[src/rtl/zigzag_serializer.sv]
// Captures a quantized 8x8 block into one of two ping-pong banks and streams it out in JPEG zigzag order.
// Optional macro ZIGZAG_EOB_DETECT_EN adds per-block last-nonzero zigzag index tracking.
module zigzag_serializer #(
   parameter int COEF_W = 11
) (
   input  logic                     clk,
   input  logic                     rst_n,
   input  logic                     in_enable,
   input  logic signed [COEF_W-1:0] Q [0:7][0:7],
   output logic signed [COEF_W-1:0] coef_out,
   output logic                     coef_valid,
   input  logic                     coef_ready,
   output logic [5:0]               coef_index,
   output logic                     coef_last,
   output logic                     busy,
   output logic                     drop_err,
   output logic [5:0]               last_nz_index
);

   localparam logic [5:0] ZZ_LUT [0:63] = '{
      6'd0,  6'd1,  6'd8,  6'd16, 6'd9,  6'd2,  6'd3,  6'd10,
      6'd17, 6'd24, 6'd32, 6'd25, 6'd18, 6'd11, 6'd4,  6'd5,
      6'd12, 6'd19, 6'd26, 6'd33, 6'd40, 6'd48, 6'd41, 6'd34,
      6'd27, 6'd20, 6'd13, 6'd6,  6'd7,  6'd14, 6'd21, 6'd28,
      6'd35, 6'd42, 6'd49, 6'd56, 6'd57, 6'd50, 6'd43, 6'd36,
      6'd29, 6'd22, 6'd15, 6'd23, 6'd30, 6'd37, 6'd44, 6'd51,
      6'd58, 6'd59, 6'd52, 6'd45, 6'd38, 6'd31, 6'd39, 6'd46,
      6'd53, 6'd60, 6'd61, 6'd54, 6'd47, 6'd55, 6'd62, 6'd63
   };

   typedef enum logic {
      ST_IDLE   = 1'b0,
      ST_STREAM = 1'b1
   } state_t;

   state_t                   state_r, state_s;
   logic [5:0]               k_r, k_s;
   logic                     rp_r, rp_s;
   logic                     wp_r, wp_s;
   logic [1:0]               full_r, full_s, full_free_s;
   logic signed [COEF_W-1:0] coef_out_r, coef_out_s;
   logic                     valid_r, valid_s;
   logic                     last_r, last_s;
   logic                     busy_r;
   logic                     drop_err_r;
   logic                     free_s, load_s, capture_s, drop_s;
   logic signed [COEF_W-1:0] bank_r [0:1][0:63];

   // Read FSM: next state, beat counter and bank release
   always_comb begin
      state_s = state_r;
      k_s     = k_r;
      rp_s    = rp_r;
      valid_s = valid_r;
      last_s  = last_r;
      free_s  = 1'b0;
      load_s  = 1'b0;
      case (state_r)
         ST_IDLE: begin
            if (full_r[rp_r]) begin
               state_s = ST_STREAM;
               k_s     = 6'd0;
               valid_s = 1'b1;
               last_s  = 1'b0;
               load_s  = 1'b1;
            end else begin
               valid_s = 1'b0;
            end
         end
         ST_STREAM: begin
            if (coef_ready) begin
               if (k_r != 6'd63) begin
                  k_s    = k_r + 6'd1;
                  last_s = (k_r == 6'd62);
                  load_s = 1'b1;
               end else begin
                  // Block finished: release the bank and chain straight into the other one if it is ready
                  free_s = 1'b1;
                  rp_s   = ~rp_r;
                  k_s    = 6'd0;
                  last_s = 1'b0;
                  if (full_r[~rp_r]) begin
                     load_s = 1'b1;
                  end else begin
                     state_s = ST_IDLE;
                     valid_s = 1'b0;
                  end
               end
            end else begin
               state_s = ST_STREAM;
            end
         end
         default: begin
            state_s = ST_IDLE;
            k_s     = 6'd0;
            valid_s = 1'b0;
            last_s  = 1'b0;
         end
      endcase
   end

   // Output coefficient fetch from the bank being streamed
   always_comb begin
      if (load_s) begin
         coef_out_s = bank_r[rp_s][ZZ_LUT[k_s]];
      end else begin
         coef_out_s = coef_out_r;
      end
   end

   // Bank occupancy: the release of a drained bank is applied before the capture decision
   always_comb begin
      full_free_s = full_r;
      if (free_s) begin
         full_free_s[rp_r] = 1'b0;
      end else begin
         full_free_s = full_r;
      end
      capture_s = in_enable & ~full_free_s[wp_r];
      drop_s    = in_enable & full_free_s[wp_r];
      full_s    = full_free_s;
      wp_s      = wp_r;
      if (capture_s) begin
         full_s[wp_r] = 1'b1;
         wp_s         = ~wp_r;
      end else begin
         wp_s = wp_r;
      end
   end

   // Control and output registers
   always_ff @(posedge clk or negedge rst_n) begin
      if (!rst_n) begin
         state_r    <= ST_IDLE;
         k_r        <= 6'd0;
         rp_r       <= 1'b0;
         wp_r       <= 1'b0;
         full_r     <= 2'b00;
         coef_out_r <= {COEF_W{1'b0}};
         valid_r    <= 1'b0;
         last_r     <= 1'b0;
         busy_r     <= 1'b0;
         drop_err_r <= 1'b0;
      end else begin
         state_r    <= state_s;
         k_r        <= k_s;
         rp_r       <= rp_s;
         wp_r       <= wp_s;
         full_r     <= full_s;
         coef_out_r <= coef_out_s;
         valid_r    <= valid_s;
         last_r     <= last_s;
         busy_r     <= |full_s;
         drop_err_r <= drop_err_r | drop_s;
      end
   end

   // Block capture storage; contents need no reset
   always_ff @(posedge clk) begin
      if (capture_s) begin
         for (int r = 0; r < 8; r++) begin
            for (int c = 0; c < 8; c++) begin
               bank_r[wp_r][6'(r * 8 + c)] <= Q[r][c];
            end
         end
      end
   end

   assign coef_out   = coef_out_r;
   assign coef_valid = valid_r;
   assign coef_index = k_r;
   assign coef_last  = last_r;
   assign busy       = busy_r;
   assign drop_err   = drop_err_r;

`ifdef ZIGZAG_EOB_DETECT_EN
   logic [5:0] lnz_bank_r [0:1];
   logic [5:0] lnz_cap_s;
   logic [5:0] last_nz_r, last_nz_s;

   // Highest zigzag position holding a nonzero coefficient in the incoming block
   always_comb begin
      lnz_cap_s = 6'd0;
      for (int k = 0; k < 64; k++) begin
         if (Q[ZZ_LUT[k][5:3]][ZZ_LUT[k][2:0]] != {COEF_W{1'b0}}) begin
            lnz_cap_s = 6'(k);
         end else begin
            lnz_cap_s = lnz_cap_s;
         end
      end
   end

   // Presented value follows the bank being streamed
   always_comb begin
      if (load_s) begin
         last_nz_s = lnz_bank_r[rp_s];
      end else if (valid_s) begin
         last_nz_s = last_nz_r;
      end else begin
         last_nz_s = 6'd0;
      end
   end

   // Per-bank storage of the capture-time scan result
   always_ff @(posedge clk or negedge rst_n) begin
      if (!rst_n) begin
         lnz_bank_r[0] <= 6'd0;
         lnz_bank_r[1] <= 6'd0;
         last_nz_r     <= 6'd0;
      end else begin
         if (capture_s) begin
            lnz_bank_r[wp_r] <= lnz_cap_s;
         end
         last_nz_r <= last_nz_s;
      end
   end

   assign last_nz_index = last_nz_r;
`else
   assign last_nz_index = 6'd63;
`endif

endmodule

[config.mk]
export PLATFORM = sky130hd
export DESIGN_NAME = zigzag_serializer
export DESIGN_NICKNAME = d
export VERILOG_FILES = /design/src/rtl/zigzag_serializer.sv
export SDC_FILE = /design/constraint.sdc
export NUM_CORES = 1
export LEC_CHECK = 0
export CORE_MARGIN = 1.5
export CORE_UTILIZATION = 35
export DETAILED_ROUTE_END_ITERATION = 12
export PLACE_DENSITY = 0.63
export RECOVER_POWER = 100
export SLEW_MARGIN = 20
export SYNTH_ARGS = -nofsm -noshare
export SYNTH_HDL_FRONTEND = slang
export SYNTH_SLANG_ARGS = --single-unit
[constraint.sdc]
create_clock -name clk -period 21.2 [get_ports clk]
set_input_delay 2.12 -clock clk [delete_from_list [all_inputs] [get_ports clk]]
set_output_delay 2.12 -clock clk [all_outputs]
set_load 0.02 [all_outputs]
==> flow_summary.toml <==
[clocking]
cts_buffer_depth = 3
cts_setup_buffers = 0
htree_levels = 3
cts-resized-gates = 0
clkSinkCount = 730
clock_latency_ns = 0.62
cts_root_buf = "clkbuf_16"
cts_tree = "built"
ctsHoldBuffers = 0
path_clk_slew_ns = 0.06
cts_made_buffers = 79

[critical_path]
worst-path-stages = 13
crit_type = "primary input to flip-flop"
crit_buf_inv = 5
cp-endpoint = "coef_out[5]"
worst_path_most_repeated_cell = "clkbuf_1"
crit_chain = "dlygate4sd3_1 > nand4_1 > xor2_4 > clkbuf_1 > clkinvlp_2 > nor2_2 > clkbuf_1 > a22oi_1 > clkbuf_1 > o2111ai_1 > o21ai_0 > o22ai_1 > o311ai_0"
slowest_stage = "clkbuf_1"
cp-start-kind = "primary input"
worstPathArrival_ns = 13.21
ff2ff_path_depth = 13
endpoint_kind = "flip-flop"
worstPathMaxFanout = 62
cp.required_ns = 21.65
r2r-start = "coef_index[2]"
slowest_delay_ns = 2.34
reg2reg_slack_ns = 9.61
cpLargestDelayFamily = "buffers and inverters"
crit_start = "coef_ready"
r2r_end = "coef_out[5]"

[timing]
min_period_ns = 12.76
timing.final.crit_share_pct = 60.19
rsz0062_at_grt = "false"
worst_slew_pin_slew_ns = 4.823
hold_viol = 0
tns_ns = 0
holdWs_ns = 0.4480
slew_headroom_pct = -221.5
setup_violations = 0
fin_ws_ns = 8.440
final_max_slew_viol_count = 665
skew_ns = 0.02331
max_freq_ghz = 0.07837

[grt]
busiest_layer = "met2"
grt_antenna_before_repair = 76
first_global_vias = 19940
grt_pass1_wl_mm = 132.2
use_met3_pct = 6.123
overflow = 0
use_met1_pct = 28.10
use_met2_pct = 31.90
grt_max_degree = 180
groute.usage.overall_pct = 20.69

[synth]
synth_top_area_share_pct = 70.26
yosysUniqueCellTypes = 86
synth_largest_area_cell = "edfxtp_1"
synth_area_per_cell_um2 = 14.64
synth_warnings = 0
synth_ff_type = "edfxtp_1"
ys_async_sr_fraction_pct = 3.562
synth_edf_count = 704
ys_seq_area_share_pct = 72.42
ys_top_cells_by_area = "edfxtp_1 70%, nand2_1 4.3%, mux2i_1 2.6%"
syn-cell-area_mm2 = 0.03009
ys_ff_latch = 730
postSynthCellCount = 2055

[route]
drt_wl_total_mm = 93.33
vias = 20080
first_iter_violations = 1815
drc_errors = 0
avgViaCountPerCell = 5.495
wl_per_cell_um = 25.55
drtPass1Iterations = 7
drtAntennaViolNets = 0

[job]
cap_violations = 11

[place]
placed_area_mm2 = 0.03494
gp_congestion = 0.8352
dp_cells = 3475
port_buffers = 376
post-place-ws_ns = 12.41
dp_hpwl_mm = 60.36

[outcome]
status = "finished, violations left"
violations = "max-capacitance violations, max-slew violations"

[finish]
nets = 3134
syn_to_final_growth_pct = 25.25
stdcell_area_mm2 = 0.03768
drive_gt1_share_pct = 9.555
regArea_mm2 = 0.02179
mostFrequentLayoutCells = "704 x edfxtp_1, 374 x dlygate4sd3_1, 344 x nand2_1"
final_common_cell = "edfxtp_1"
fillers = 7554
multi_input_area_mm2 = 0.007581
finalNonFillerCells = 3653

[floorplan]
ios = 735
die_y_um = 296.2
die_w_um = 296.2
floorplan.initialDensity_pct = 35.34
die_area_mm2 = 0.08774
fp-row-count = 107
core_mm2 = 0.08515

[power]
p_leak_nw = 12.41
peakVddDrop_v = 0.0001298
p_per_area_mw_per_mm2 = 147.9

[worst_hold_path]
hold_path_class = "flip-flop to flip-flop"
cells by family (layout without fill, tap and decap cells):
| family | after synthesis | in the layout | share of synthesized area [%] |
|---|---|---|---|
| flip-flops | 730 | 730 | 72.42 |
| buffers and inverters | 157 | 567 | 2.707 |
| XOR/XNOR | 3 | 3 | 0.08734 |
| adder cells (fa/ha/maj) | 13 | 13 | 0.5406 |
| AO/OA/AOI/OAI | 420 | 420 | 10.18 |
| other | 1 | 45 | 0.01246 |
| multiplexers | 119 | 119 | 4.969 |
| AND/OR/NAND/NOR | 612 | 612 | 9.086 |
metal layers:
layer,vias to the layer above,part of all wire (%)
met5,-,0.34
met3,196,9.8
met2,974,46
li1,8809,-
met1,10050,42
met4,46,2.6
sequential cells by signal, indices dropped and copies added, names as in the netlist, 2 cells and up:
name,cells
coef_index,6
bank_r,704
coef_out,11
full_r,2
worst min-delay path by stage:
stage / start / to / depth (start not counted)
3_5_place_dp: drop_err / drop_err / 1
5_1_grt: drop_err / drop_err / 1
6_report: drop_err / drop_err / 1
2_1_floorplan: wp_r / full_r[1] / 2
4_1_cts: drop_err / drop_err / 1
3_3_place_gp: drop_err / drop_err / 1
stage by stage:
stage	utilization, %	power, W
final	44.26	0.005574
after CTS	44.18	0.005630
after detailed placement	41.04	0.004204
after global routing	44.19	0.005832
after floorplan	-	0.003277
after global placement	41.04	0.004169
synthesized netlist by cell type, types with 32 or more instances:
cell type  count
o2111ai_1     32
a21oi_1       61
a31oi_1       32
nand2_1      344
buf_2         56
clkbuf_1      54
mux2i_1       79
edfxtp_1     704
nor2_1        47
o21ai_0       36
o22ai_1       88
nand3_1      145
report_power, final:
part	total, W	switching [W]	internal [W]
sequential	0.00167	0.0000290	0.00164
clock	0.00143	0.000558	0.000868
combinational	0.00248	0.00171	0.000773
total	0.00557	0.00230	0.00328
cell type report:
cell class	count	share of cell area (%)
Sequential cell	730	57.82
Multi-Input combinational cell	1173	20.12
Timing Repair Buffer	415	10.74
Clock buffer	91	5.475
Tap cell	1144	3.798
Clock inverter	47	1.637
Antenna cell	39	0.2590
Inverter	14	0.1461
(Power assumes the default switching activity.)
